<file path="src/rtl/lutram_pkg.sv">
// Shared definitions for the 64-word LUT-RAM controller: state encoding and geometry.
package lutram_pkg;

  localparam int DEPTH  = 64;
  localparam int ADDR_W = 6;

  typedef enum logic {
    ST_CLEAR = 1'b0,
    ST_RUN   = 1'b1
  } state_t;

endpackage

</file>
<file path="src/rtl/lutram64_ctrl_if.sv">
// User access, response and fill-control signals of lutram64_ctrl.
interface lutram64_ctrl_if
  import lutram_pkg::*;
#(
  parameter int WIDTH = 8
) ();

  logic              CLR_REQ;
  logic [WIDTH-1:0]  CLR_VAL;
  logic              CLR_BUSY;
  logic              CLR_DONE;
  logic              REQ_VALID;
  logic              REQ_READY;
  logic              REQ_WE;
  logic [ADDR_W-1:0] REQ_ADDR;
  logic [WIDTH-1:0]  REQ_WDATA;
  logic              RSP_VALID;
  logic [WIDTH-1:0]  RSP_RDATA;

  modport master (
    output CLR_REQ, CLR_VAL, REQ_VALID, REQ_WE, REQ_ADDR, REQ_WDATA,
    input  CLR_BUSY, CLR_DONE, REQ_READY, RSP_VALID, RSP_RDATA
  );

  modport slave (
    input  CLR_REQ, CLR_VAL, REQ_VALID, REQ_WE, REQ_ADDR, REQ_WDATA,
    output CLR_BUSY, CLR_DONE, REQ_READY, RSP_VALID, RSP_RDATA
  );

endinterface

</file>
<file path="src/rtl/RAM64X1S.sv">
// Behavioural model of the 64x1 single-port distributed RAM primitive:
// synchronous write on WCLK, asynchronous read; contents are never reset.
module RAM64X1S (
  output logic O,
  input  logic A0,
  input  logic A1,
  input  logic A2,
  input  logic A3,
  input  logic A4,
  input  logic A5,
  input  logic D,
  input  logic WCLK,
  input  logic WE
);

  logic [63:0] mem;
  logic [5:0]  addr;

  assign addr = {A5, A4, A3, A2, A1, A0};

  always_ff @(posedge WCLK) begin
    if (WE) mem[addr] <= D;
  end

  assign O = mem[addr];

endmodule

</file>
<file path="src/rtl/lutram64_ctrl.sv">
// 64-word LUT-RAM with a single-port user access path and a 64-cycle fill
// sequencer (reset-triggered or on request) that owns the array while it runs.
module lutram64_ctrl
  import lutram_pkg::*;
#(
  parameter int               WIDTH        = 8,
  parameter bit               CLR_ON_RESET = 1'b1,
  parameter logic [WIDTH-1:0] FILL         = {WIDTH{1'b0}}
) (
  input  logic            CLK,
  input  logic            RST,
  lutram64_ctrl_if.slave  bus
);

  localparam logic [ADDR_W-1:0] LAST_ADDR = ADDR_W'(DEPTH - 1);

  state_t            state;
  logic [ADDR_W-1:0] cnt;
  logic [WIDTH-1:0]  clr_val_q;
  logic              clr_done;
  logic              rsp_valid;
  logic [WIDTH-1:0]  rsp_rdata;

  logic              accept;
  logic              rd_accept;
  logic              ram_we;
  logic [ADDR_W-1:0] ram_addr;
  logic [WIDTH-1:0]  ram_din;
  logic [WIDTH-1:0]  ram_dout;

  // RST gating keeps READY low in reset even when the reset state is RUN.
  assign bus.REQ_READY = (state == ST_RUN) && !bus.CLR_REQ && !RST;
  assign accept        = bus.REQ_VALID && bus.REQ_READY;
  assign rd_accept     = accept && !bus.REQ_WE;

  // A restart request suppresses the fill write of that cycle; the new fill begins at 0.
  assign ram_we   = !RST && (((state == ST_CLEAR) && !bus.CLR_REQ) || (accept && bus.REQ_WE));
  assign ram_addr = (state == ST_CLEAR) ? cnt : bus.REQ_ADDR;
  assign ram_din  = (state == ST_CLEAR) ? clr_val_q : bus.REQ_WDATA;

  for (genvar b = 0; b < WIDTH; b++) begin : g_bit
    RAM64X1S u_ram (
      .O    (ram_dout[b]),
      .A0   (ram_addr[0]),
      .A1   (ram_addr[1]),
      .A2   (ram_addr[2]),
      .A3   (ram_addr[3]),
      .A4   (ram_addr[4]),
      .A5   (ram_addr[5]),
      .D    (ram_din[b]),
      .WCLK (CLK),
      .WE   (ram_we)
    );
  end

  always_ff @(posedge CLK or posedge RST) begin
    if (RST) begin
      state     <= CLR_ON_RESET ? ST_CLEAR : ST_RUN;
      cnt       <= '0;
      clr_val_q <= FILL;
      clr_done  <= 1'b0;
      rsp_valid <= 1'b0;
      rsp_rdata <= '0;
    end else begin
      clr_done  <= 1'b0;
      rsp_valid <= rd_accept;
      if (rd_accept) rsp_rdata <= ram_dout;
      if (bus.CLR_REQ) begin
        state     <= ST_CLEAR;
        cnt       <= '0;
        clr_val_q <= bus.CLR_VAL;
      end else if (state == ST_CLEAR) begin
        // Counter holds at the last address instead of wrapping.
        if (cnt == LAST_ADDR) begin
          state    <= ST_RUN;
          clr_done <= 1'b1;
        end else begin
          cnt <= cnt + 1'b1;
        end
      end
    end
  end

  assign bus.CLR_BUSY  = (state == ST_CLEAR);
  assign bus.CLR_DONE  = clr_done;
  assign bus.RSP_VALID = rsp_valid;
  assign bus.RSP_RDATA = rsp_rdata;

endmodule

</file>
<file path="src/flat_wrapper.sv">
// flat-port wrapper written by rule: the top's interface ports become plain ports
module lutram64_ctrl_flat import lutram_pkg::*;
#(
  parameter int               WIDTH        = 8,
  parameter bit               CLR_ON_RESET = 1'b1,
  parameter logic [WIDTH-1:0] FILL         = {WIDTH{1'b0}}
)
  (CLK, RST, bus_CLR_REQ, bus_CLR_VAL, bus_REQ_VALID, bus_REQ_WE, bus_REQ_ADDR, bus_REQ_WDATA, bus_CLR_BUSY, bus_CLR_DONE, bus_REQ_READY, bus_RSP_VALID, bus_RSP_RDATA);
  lutram64_ctrl_if #(.WIDTH(WIDTH)) bus_i ();
  input  logic CLK;
  input  logic RST;
  input wire logic [$bits(bus_i.CLR_REQ)-1:0] bus_CLR_REQ;
  input wire logic [$bits(bus_i.CLR_VAL)-1:0] bus_CLR_VAL;
  input wire logic [$bits(bus_i.REQ_VALID)-1:0] bus_REQ_VALID;
  input wire logic [$bits(bus_i.REQ_WE)-1:0] bus_REQ_WE;
  input wire logic [$bits(bus_i.REQ_ADDR)-1:0] bus_REQ_ADDR;
  input wire logic [$bits(bus_i.REQ_WDATA)-1:0] bus_REQ_WDATA;
  output wire logic [$bits(bus_i.CLR_BUSY)-1:0] bus_CLR_BUSY;
  output wire logic [$bits(bus_i.CLR_DONE)-1:0] bus_CLR_DONE;
  output wire logic [$bits(bus_i.REQ_READY)-1:0] bus_REQ_READY;
  output wire logic [$bits(bus_i.RSP_VALID)-1:0] bus_RSP_VALID;
  output wire logic [$bits(bus_i.RSP_RDATA)-1:0] bus_RSP_RDATA;
  assign bus_i.CLR_REQ = bus_CLR_REQ;
  assign bus_i.CLR_VAL = bus_CLR_VAL;
  assign bus_i.REQ_VALID = bus_REQ_VALID;
  assign bus_i.REQ_WE = bus_REQ_WE;
  assign bus_i.REQ_ADDR = bus_REQ_ADDR;
  assign bus_i.REQ_WDATA = bus_REQ_WDATA;
  assign bus_CLR_BUSY = bus_i.CLR_BUSY;
  assign bus_CLR_DONE = bus_i.CLR_DONE;
  assign bus_REQ_READY = bus_i.REQ_READY;
  assign bus_RSP_VALID = bus_i.RSP_VALID;
  assign bus_RSP_RDATA = bus_i.RSP_RDATA;
  lutram64_ctrl #(.WIDTH(WIDTH), .CLR_ON_RESET(CLR_ON_RESET), .FILL(FILL)) u_core (.CLK(CLK), .RST(RST), .bus(bus_i));
endmodule
</file>
<file path="config.mk">
export PLATFORM = sky130hd
export DESIGN_NAME = lutram64_ctrl_flat
export DESIGN_NICKNAME = d
export VERILOG_FILES = /design/src/rtl/lutram_pkg.sv /design/src/rtl/lutram64_ctrl_if.sv /design/src/rtl/RAM64X1S.sv /design/src/rtl/lutram64_ctrl.sv /design/src/flat_wrapper.sv
export SDC_FILE = /design/constraint.sdc
export NUM_CORES = 1
export LEC_CHECK = 0
export ABC_AREA = 1
export CAP_MARGIN = 20
export CORE_MARGIN = 2
export CORE_UTILIZATION = 35
export DETAILED_ROUTE_END_ITERATION = 10
export PLACE_DENSITY = 0.59
export SLEW_MARGIN = 30
export SYNTH_ARGS = -nofsm -noshare
export SYNTH_HDL_FRONTEND = slang
export SYNTH_SLANG_ARGS = --single-unit
</file>
<file path="constraint.sdc">
create_clock -name CLK -period 7.3 [get_ports CLK]
set_input_delay 1.46 -clock CLK [delete_from_list [all_inputs] [get_ports CLK]]
set_output_delay 1.46 -clock CLK [all_outputs]
set_load 0.03 [all_outputs]
</file>
==> impl_metrics.json <==
{
  "postSynthCellCount": 2229,
  "cts_buffers": 55,
  "synth_most_common_cell": "nand2_1",
  "ys_warn_count": 0,
  "postCtsSetupBuffers": 0,
  "globalplace.congestion": 0.8699,
  "power.density_nw_per_um2": 252.7,
  "hp-class": "flip-flop to flip-flop",
  "grt_pass1_vias": 14520,
  "synth_top_area_cell": "edfxtp_1",
  "synth_nets": 2257,
  "endpoint_kind": "output pin",
  "drive_above_1_share_pct": 6.031,
  "hold_buffers": 0,
  "clk_latency_ns": 0.60,
  "synth.top_cell.area_share_pct": 66.06,
  "antenna_found_initial": 1,
  "start_util_pct": 35.40,
  "htree_num_levels": 2,
  "p_leak_uw": 0.01089,
  "synth.avg_cell_area_um2": 10.44,
  "antennaDiodeCount": 0,
  "cap_viol_max_count": 0,
  "synth_edf_count": 512,
  "multi_input_area_um2": 5180,
  "fillCellCount": 6249,
  "postLayoutCoreUtil_pct": 40.00,
  "placementRows": 94,
  "core-area_um2": 65750,
  "drcViolationCount": 0,
  "firstDrtPassIters": 5,
  "first_iter_violations": 1410,
  "synthTopCellsByArea": "edfxtp_1, nand2_1, inv_1, nand3_1, o211ai_1",
  "setup-violations-final": 0,
  "period_minus_slack_ns": 4.769,
  "fp.dieW_um": 261.9,
  "status": "complete, no violations",
  "cts_sinks": 537,
  "worst_pin_slew_ns": 0.9740,
  "timing.setup.tns_ns": 0,
  "post-route-period-util_pct": 65.33,
  "grt_overflow_total": 0,
  "ctsLongestPathBuffers": 3,
  "grt_pass1_wl_um": 85920,
  "worstSetupStartpointType": "input port",
  "fmax_mhz": 209.7,
  "cp_data_required_time_ns": 5.84,
  "rsz0062_at_grt": "false",
  "hold_viol_final": 0,
  "via_count": 14870,
  "synth_common_cells": "nand2_1, edfxtp_1, inv_1, nand3_1, nor2_1",
  "critPathMaxFanout": 22,
  "slew-limit-headroom_pct": 34.88,
  "seqCellArea_um2": 16000,
  "fin_nets": 2275,
  "grt_max_degree": 172,
  "die_h_um": 261.9,
  "yosys_register_bits": 537,
  "synth_area_um2": 23270,
  "cts_root_buffer": "clkbuf_16",
  "worstPathArrival_ns": 3.31,
  "routed_wl_um": 56710,
  "cts_tree": "done",
  "vdd_ir_drop_max_mv": 0.1784,
  "portBuffers": 38,
  "synthToLayoutAreaGrowth_pct": 13.01,
  "dieArea_um2": 68570,
  "ioPinCount": 39,
  "antenna_left": 0,
  "skew_ns": 0.01994,
  "clkTransAtPathRegs_ns": 0.06,
  "ys.flop_type": "edfxtp_1",
  "place_hpwl_um": 33210,
  "crit_type": "input port to output pin",
  "wire_per_inst_um": 17.99,
  "seq_area_frac_synth_pct": 68.75,
  "pre_cts_ws_ns": 2.044,
  "cts-resized-gates": 0,
  "routed_via_density": 4.718,
  "async_flop_share_pct": 4.655,
  "slew_viol_final": 0,
  "hold_slack_ns": 0.5574,
  "timing.final.ws_setup_ns": 2.531,
  "synth.distinct_cells": 30,
  "track_usage_pct": 16.71
}
[critical path: stages]
cell and delay (ns):
clkdlybuf4s50_1 0.77, nor3_2 0.36, clkdlybuf4s50_1 0.71
[per-layer routing]
layer	wire, um	share of wire (%)	GRT usage, %	vias to the layer above
met3	4060	7.2	2.894	94
met5	0	0	0	-
li1	-	-	-	7219
met4	1650	2.9	5.524	0
met1	24820	44	22.74	7031
met2	26170	46	27.17	527
[kinds of logic (layout without fill, tap and decap cells)]
kind of cell,Yosys count,in the layout,synth area share [%]
AOI/OAI and AO/OA,152,152,4.280
adders and majority gates,1,1,0.05375
buffers and inverters,560,619,9.688
DFF,537,537,68.75
and+or+nand+nor,979,979,17.23
[final cells by class]
cell class / count / area share [%]
flip-flops and latches: 537 / 60.84
clock buffers: 63 / 5.348
inverters: 466 / 6.651
well taps: 864 / 4.111
clock inverters: 35 / 1.237
repair buffers: 55 / 2.117
multi-input cells: 1132 / 19.70
[sequential cells by signal, summed over array words and instances (netlist names)]
name                    cells
u_core.bus.CLR_DONE         1
u_core.clr_val_q            8
u_core.bus.RSP_RDATA        8
u_core.bus.RSP_VALID        1
u_core.cnt                  6
u_core.state                1
u_core.g_bit.u_ram.mem    512
[path summary, 6_finish.rpt]
check                                                    startpoint                                      to  slack (ns)  cells past startpoint
max in group asynchronous                                       RST         u_core.clr_val_q[5]$_DFFE_PP0P_        5.53                      2
worst min register to register  u_core.bus.RSP_RDATA[2]$_DFFE_PP0P_     u_core.bus.RSP_RDATA[2]$_DFFE_PP0P_        0.56                      3
worst max register to register               u_core.state$_DFF_PP0_  u_core.g_bit[2].u_ram.mem[8]$_DFFE_PP_        3.23                      7
worst max-delay path                                    bus_CLR_REQ                           bus_REQ_READY        2.53                      3
worst min-delay path            u_core.bus.RSP_RDATA[2]$_DFFE_PP0P_     u_core.bus.RSP_RDATA[2]$_DFFE_PP0P_        0.56                      3
min in group asynchronous                                       RST           u_core.bus.CLR_DONE$_DFF_PP0_        1.36                      2
[cell usage in the layout (no fill, tap or decap), types with 6 or more instances in the layout]
cell type / n
bufinv_16: 6
nor3_1: 7
clkinv_2: 15
clkbuf_16: 55
inv_1: 460
dfrtp_1: 25
edfxtp_1: 512
buf_4: 13
nor2_1: 140
nand2_1: 615
o21ai_0: 11
clkbuf_1: 8
nand3_1: 185
o21ai_1: 38
clkinv_1: 11
o21ai_4: 8
or2_2: 8
o211ai_1: 88
nand4_1: 6
clkdlybuf4s50_1: 38
[through the flow]
| stage | total power [uW] | cell area, um2 | cells |
|---|---|---|---|
| CTS | 6691 | 26250 | 3150 |
| finish | 6646 | 26300 | 3152 |
| global placement | 3988 | 24500 | 3052 |
| floorplan | 3795 | 23270 | 2229 |
| global route | 6867 | 26300 | 3152 |
| detailed placement | 3992 | 24520 | 3052 |
[report_power, final]
| part | total, uW | switching [uW] | internal, uW |
|---|---|---|---|
| clock network | 2710 | 1130 | 1580 |
| registers | 3430 | 5.65 | 3430 |
| logic | 498 | 381 | 117 |
(Power assumes the default switching activity.)
